==> config.mk <==
export PLATFORM = sky130hd
export DESIGN_NAME = pwm_driver
export DESIGN_NICKNAME = d
export VERILOG_FILES = /design/src/rtl/pwm_driver.sv
export SDC_FILE = /design/constraint.sdc
export NUM_CORES = 1
export LEC_CHECK = 0
export CAP_MARGIN = 10
export CORE_MARGIN = 4
export CORE_UTILIZATION = 63
export DETAILED_ROUTE_END_ITERATION = 8
export PLACE_DENSITY = 0.86
export SETUP_SLACK_MARGIN = 0.02
export SLEW_MARGIN = 20
export SYNTH_ARGS = -nofsm -noshare
export SYNTH_HDL_FRONTEND = slang
export SYNTH_SLANG_ARGS = --single-unit
==> constraint.sdc <==
create_clock -name clock -period 8.5 [get_ports clock]
set_input_delay 2.55 -clock clock [delete_from_list [all_inputs] [get_ports clock]]
set_output_delay 2.55 -clock clock [all_outputs]
set_load 0.03 [all_outputs]
==> src/rtl/pwm_driver.sv <==
// pwm_driver
//   Turns the signed controller command into a glitch-free PWM waveform plus a
//   direction bit for the motor bridge. The duty is sampled only at period
//   boundaries. The period and deadband registers are shadowed and take effect
//   at the next wrap. CTRL takes effect immediately.
//
// Ports
//   clock         in   system clock, rising edge
//   reset         in   asynchronous active-high reset, clears all state
//   write_enable  in   register write strobe
//   reg_addr      in   register select (0 PERIOD, 1 DEADBAND, 2 CTRL)
//   reg_data      in   register write data
//   duty_in       in   signed two's-complement duty command
//   pwm_out       out  registered PWM drive
//   dir_out       out  registered direction (1 = negative command, after invert)
//   period_start  out  one-cycle pulse on the first cycle of each period
module pwm_driver #(
    parameter int unsigned D_WIDTH = 16
) (
    input  logic               clock,
    input  logic               reset,
    input  logic               write_enable,
    input  logic [15:0]        reg_addr,
    input  logic [D_WIDTH-1:0] reg_data,
    input  logic [D_WIDTH-1:0] duty_in,
    output logic               pwm_out,
    output logic               dir_out,
    output logic               period_start
);

    localparam logic [D_WIDTH-1:0] ONE     = {{(D_WIDTH-1){1'b0}}, 1'b1};
    localparam logic [D_WIDTH-1:0] MAG_MAX = {1'b0, {(D_WIDTH-1){1'b1}}};

    localparam logic [15:0] ADDR_PERIOD   = 16'd0;
    localparam logic [15:0] ADDR_DEADBAND = 16'd1;
    localparam logic [15:0] ADDR_CTRL     = 16'd2;

    // Shadow / control registers
    logic [D_WIDTH-1:0] period_reg;
    logic [D_WIDTH-1:0] deadband_reg;
    logic               enable;
    logic               dir_invert;

    // Active per-period state. Deadband is only consulted while sampling the
    // duty at a wrap edge, and that sampling uses the shadow register, so no
    // active copy of it is kept.
    logic [D_WIDTH-1:0] cnt;
    logic [D_WIDTH-1:0] per_act;
    logic [D_WIDTH-1:0] duty_act;
    logic               dir_act;

    // Next-state values
    logic               wrap;
    logic [D_WIDTH-1:0] abs_val;
    logic [D_WIDTH-1:0] mag_sat;
    logic [D_WIDTH-1:0] mag;
    logic [D_WIDTH-1:0] cnt_next;
    logic [D_WIDTH-1:0] per_act_next;
    logic [D_WIDTH-1:0] duty_act_next;
    logic               dir_act_next;

    // Register bus
    always_ff @(posedge clock or posedge reset) begin
        if (reset) begin
            period_reg   <= '0;
            deadband_reg <= '0;
            enable       <= 1'b0;
            dir_invert   <= 1'b0;
        end else if (write_enable) begin
            case (reg_addr)
                ADDR_PERIOD:   period_reg   <= reg_data;
                ADDR_DEADBAND: deadband_reg <= reg_data;
                ADDR_CTRL: begin
                    enable     <= reg_data[0];
                    dir_invert <= reg_data[1];
                end
                default: ;
            endcase
        end
    end

    // Magnitude of the command: the most negative value has no positive
    // counterpart, so it saturates to the largest positive magnitude.
    always_comb begin
        abs_val = duty_in[D_WIDTH-1] ? ((~duty_in) + ONE) : duty_in;
        mag_sat = abs_val[D_WIDTH-1] ? MAG_MAX : abs_val;
        if (mag_sat < deadband_reg) begin
            mag = '0;
        end else if (mag_sat > period_reg) begin
            mag = period_reg;
        end else begin
            mag = mag_sat;
        end
    end

    // A zero active period reloads on every edge, so it is treated as a wrap.
    always_comb begin
        wrap = (per_act == '0) || (cnt == (per_act - ONE));
        if (wrap) begin
            cnt_next      = '0;
            per_act_next  = period_reg;
            duty_act_next = mag;
            dir_act_next  = duty_in[D_WIDTH-1] && (mag != '0);
        end else begin
            cnt_next      = cnt + ONE;
            per_act_next  = per_act;
            duty_act_next = duty_act;
            dir_act_next  = dir_act;
        end
    end

    // Outputs are computed from next-state values so the waveform lines up
    // with the counter: duty_act high cycles starting at cnt == 0.
    always_ff @(posedge clock or posedge reset) begin
        if (reset) begin
            cnt          <= '0;
            per_act      <= '0;
            duty_act     <= '0;
            dir_act      <= 1'b0;
            pwm_out      <= 1'b0;
            dir_out      <= 1'b0;
            period_start <= 1'b0;
        end else begin
            cnt          <= cnt_next;
            per_act      <= per_act_next;
            duty_act     <= duty_act_next;
            dir_act      <= dir_act_next;
            pwm_out      <= enable && (cnt_next < duty_act_next) && (per_act_next != '0);
            dir_out      <= dir_act_next ^ dir_invert;
            period_start <= wrap;
        end
    end

endmodule

# Yosys cells after proc, flatten, opt, wreduce, memory -nomap -nowiden
# Cells that the tools add are included.
# word_totals
regBits,86
out_inout_bits,3
# classes
add_sub_neg,3
magnitude_cmp,3
eq_ne,3
mux,8
n_bitwise,2
reduce_logical,11
# ops
op,count
two-way mux 16 bit,6
"adder 16 x 1 -> 16 bit, second input constant",2
zero test 16 bit,2
nonzero test 16 bit,2
"== test 16 x 1 -> 1 bit, second input constant",1
== test 16 bit,1
"== test 16 x 2 -> 1 bit, second input constant",1
greater-than comparator 15 x 16 -> 1 bit,1
less-than comparator 15 x 16 -> 1 bit,1
less-than comparator 16 bit,1
NOT 16 bit,1
"subtractor 16 x 1 -> 16 bit, second input constant",1
two-way mux 15 bit,1
AND reduction 2 bit,3
logical AND 1 bit,3
logical OR 1 bit,1
two-way mux 1 bit,1
bitwise XOR 1 bit,1

# Logic depth before layout (Yosys ltp)
# logic_depth
word_depth,11
depth_mapped,29
mapped_depth_nobuf,27

# Worst setup path after synthesis
# Ideal clock, no wire load.
# synth_timing
path_type,input-to-reg
startpoint,input port duty_in[3]
endpoint,register pwm_out
t_arrival_ns,7.573
t_required_ns,8.435
slack_ns,0.862
cell_stages,26
path_buffers,4
path_cell_list,clkbuf_1 > or4_1 > nor2_1 > nand3_1 > clkbuf_1 > nand2_1 > ha_1 > and4b_1 > nand3_1 > nor3_1 > a31o_2 > o32ai_1 > clkbuf_1 > clkbuf_1 > a211oi_1 > mux2i_1 > ha_1 > a21o_1 > a21o_1 > a21o_1 > a21o_1 > a21oi_1 > nor2b_1 > o21ai_0 > nor4bb_1 > o221a_2
# synth_between
elab_chain_cells,11
# synth_lines
element,line,source
start: declaration,25,"input logic [D_WIDTH-1:0] duty_in,"
NOT 16 bit,85,abs_val = duty_in[D_WIDTH-1] ? ((~duty_in) + ONE) : duty_in;
adder 16 x 1 -> 16 bit,85,
two-way mux 16 bit (*),85,
two-way mux 15 bit (*),86,mag_sat = abs_val[D_WIDTH-1] ? MAG_MAX : abs_val;
greater-than comparator 15 x 16 -> 1 bit,89,end else if (mag_sat > period_reg) begin
two-way mux 16 bit,89,
two-way mux 16 bit (*),87,if (mag_sat < deadband_reg) begin
two-way mux 16 bit (*),99,if (wrap) begin
less-than comparator 16 bit (*),128,pwm_out <= enable && (cnt_next < duty_act_next) && (per_act_next != '0);
logical AND 1 bit (*) (2 in a row),128,
end signal: assignment,128,
end: declaration,26,"output logic pwm_out,"
# Mark *: on every way between the ends. The rest lies on a longest branch, timed or not.
# A chain may end at the register's enable or synchronous reset.

# Final worst setup path
# layout_timing
startpoint,input port duty_in[9]
endpoint,register pwm_out
# The elaborated chain is that of the path after synthesis.

==> flow_metrics.env <==
export IMPL_ys_types=59
export IMPL_status="finished clean"
export IMPL_fin_crit_sh_pct=94.77
export IMPL_io_buffers=53
export IMPL_wl_mm=15.33
export IMPL_clockBufferDepth=2
export IMPL_via_count=5078
export IMPL_nets=799
export IMPL_r2r_start="per_act[7]$_DFF_PP0_"
export IMPL_setup_viol=0
export IMPL_syn_inst=647
export IMPL_initial_utilization_pct=65.40
export IMPL_grt_max_degree=67
export IMPL_final_common_cell="dfrtp_1"
export IMPL_clock_root_buffer="clkbuf_8"
export IMPL_maxSlewViolCount=0
export IMPL_crit_end="pwm_out$_DFF_PP0_"
export IMPL_path_clk_slew_ns=0.09
export IMPL_drive_gt1_share_pct=7.365
export IMPL_htree_levels=3
export IMPL_worst_path_max_delay_cell="or4_1"
export IMPL_postCtsSetupRepairBufs=0
export IMPL_fin_util_pct=75.33
export IMPL_wire_per_inst_um=18.83
export IMPL_yosys_warnings=0
export IMPL_max_freq_ghz=0.1241
export IMPL_cp_arrival_ns=8.37
export IMPL_grt_total_usage_pct=29.13
export IMPL_drtIter0Drc=433
export IMPL_grt_setup_unrepaired="no"
export IMPL_cp_start_kind="input port"
export IMPL_crit_required_ns=8.81
export IMPL_pwr_share_seq_pct=51.7
export IMPL_startpoint="duty_in[9]"
export IMPL_slew_headroom_pct=41.98
export IMPL_synthMuxAreaShare_pct=5.084
export IMPL_grt_pass1_wl_mm=25.27
export IMPL_hold_viol=0
export IMPL_reg2reg_slack_ns=3.01
export IMPL_r2r_cells=19
export IMPL_tns_ns=0
export IMPL_placed_area_sq_um=6439
export IMPL_globalRouteOverflowTotal=0
export IMPL_rows=34
export IMPL_synth_top_family_by_area="simple AND/OR/NAND/NOR gates"
export IMPL_async_flop_share_pct=100.0
export IMPL_clock_latency_ns=0.38
export IMPL_ys_seq_area_share_pct=37.37
export IMPL_ioPinCount=54
export IMPL_synthXorXnorAreaFrac_pct=6.995
export IMPL_synth_area_sq_um=5759
export IMPL_synth_simple_area_share_pct=18.36
export IMPL_antenna_cells=0
export IMPL_crit_type="input port to register"
export IMPL_ant_nets=0
export IMPL_p_sw_share_pct=25.89
export IMPL_p_clk_share_pct=37.0
export IMPL_synth_edff_count=0
export IMPL_clock_sinks=86
export IMPL_via_per_inst=6.238
export IMPL_internal_power_uw=585.8
export IMPL_synth_ff_type="dfrtp_1"
export IMPL_syn2layout_area_growth_pct=15.19
export IMPL_synth_net_count=745
export IMPL_hold_class="register to register"
export IMPL_ctsResizeCount=0
export IMPL_synthTopCellsByArea="dfrtp_1, ha_1, o21ai_0, nand2_1, xor2_1"
export IMPL_die_h_um=103.6
export IMPL_power_switching_uw=204.6
export IMPL_p_per_area_nw_per_um2=119.2
export IMPL_gp_congestion=0.9722
export IMPL_tightest_slew_ns=0.8636
export IMPL_dp_hpwl_mm=12.00
export IMPL_total_leakage_power_nw=3.180
export IMPL_avgSynthCellArea_sq_um=8.902
export IMPL_yosysTopAreaCellShare_pct=37.37
export IMPL_r2r_end="pwm_out$_DFF_PP0_"
export IMPL_drc=0
export IMPL_yosys_area_top_type="dfrtp_1"
export IMPL_crit_fanout=9
export IMPL_fp_dieW_um=103.6
export IMPL_ys_ff_latch=86
export IMPL_critPathMaxStageDelay_ns=0.63
export IMPL_antenna_found_initial=0
export IMPL_cts_buffers=9
export IMPL_combPwrFrac_pct=11.3
export IMPL_layout_common_cells="dfrtp_1, nand2_1, inv_1"
export IMPL_die_area_sq_um=10740
export IMPL_drtPass1Iterations=7
export IMPL_final_area_sq_um=6634
export IMPL_post_route_min_period_ns=8.055
export IMPL_critPathCaptureType="register"
export IMPL_synth_compound_area_share_pct=16.29
export IMPL_num_fill_cells=644
export IMPL_grt_pass1_vias=5072
export IMPL_cap_violations=0
export IMPL_clock_skew_ns=0.01596
export IMPL_crit_top_cell="a21o_1"
export IMPL_synth_adder_area_share_pct=10.21
export IMPL_cts_hold_fix_buffers=0
export IMPL_cts_tree="done"
export IMPL_core_area_sq_um=8806
export IMPL_ir_drop_mv=0.08188
## cells in the mapped netlist, types with 6 or more instances
master / instances
a211oi_1: 18
a21o_1: 14
a21oi_1: 18
and3_1: 8
clkbuf_1: 19
dfrtp_1: 86
ha_1: 47
inv_1: 60
mux2_2: 6
mux2i_1: 21
nand2_1: 66
nand3_1: 27
nand4_1: 13
nor2_1: 48
nor2b_1: 6
nor3_1: 9
nor4_1: 8
o21ai_0: 57
xnor2_1: 18
xor2_1: 28
## per-stage QoR
stage	total power, mW	worst slack, ns	instances	hold WS, ns
2_1_floorplan	0.4597	0.8621	647	0.4362
3_3_place_gp	0.5019	0.3464	798	0.4501
3_5_place_dp	0.5047	0.1137	798	0.4637
4_1_cts	0.7915	0.4983	814	0.4824
5_1_grt	0.8236	0.03540	814	0.5073
6_report	0.7905	0.4447	814	0.4785
## metal layers
| metal | GRT usage, % | vias to the layer above | wire length [um] |
|---|---|---|---|
| li1 | - | 2394 | - |
| met4 | 9.117 | 0 | 456 |
| met1 | 38.29 | 2418 | 6418 |
| met5 | 0 | - | 0 |
| met2 | 49.44 | 220 | 7397 |
| met3 | 4.851 | 46 | 1054 |
## worst min-delay path by stage
stage                                 startpoint           endpoint  depth (start not counted)
after global routing      dir_invert$_DFFE_PP0P_  dir_out$_DFF_PP0_                          1
after global placement    dir_invert$_DFFE_PP0P_  dir_out$_DFF_PP0_                          1
after floorplan           dir_invert$_DFFE_PP0P_  dir_out$_DFF_PP0_                          1
final                     dir_invert$_DFFE_PP0P_  dir_out$_DFF_PP0_                          1
after detailed placement  dir_invert$_DFFE_PP0P_  dir_out$_DFF_PP0_                          1
after CTS                 dir_invert$_DFFE_PP0P_  dir_out$_DFF_PP0_                          1
## cell type report
cell class	count	area [sq um]	share of cell area [%]
clock buffer	9	123.9	1.867
multi-input combinational	478	3297	49.70
inverter	60	226.5	3.414
tap	108	135.1	2.037
timing repair buffer	66	628.1	9.468
sequential	86	2152	32.44
clock inverter	7	71.32	1.075
## worst max-delay path: cells and delay by family
family	cells	cell delay (ns)
buffers and inverters	2	0.64
adders and majority gates	2	0.66
and+or+nand+nor	9	1.84
AOI/OAI and AO/OA	12	2.52
muxes	1	0.16
## power by group through the flow
stage	clock network [mW]	logic (mW)	registers (mW)
final	0.292	0.0892	0.409
after global routing	0.316	0.0983	0.409
after CTS	0.294	0.0884	0.409
after detailed placement	0	0.0877	0.417
after global placement	0	0.0848	0.417
after floorplan	0	0.0426	0.417
## kinds of logic (layout without fill, tap and decap cells)
logic type | after synthesis | in the layout
mux | 28 | 28
xor+xnor | 46 | 46
flops | 86 | 86
compound gates | 145 | 145
simple gates | 212 | 212
fa+ha+maj | 47 | 47
buf+inv | 83 | 142
(Power assumes the default switching activity.)
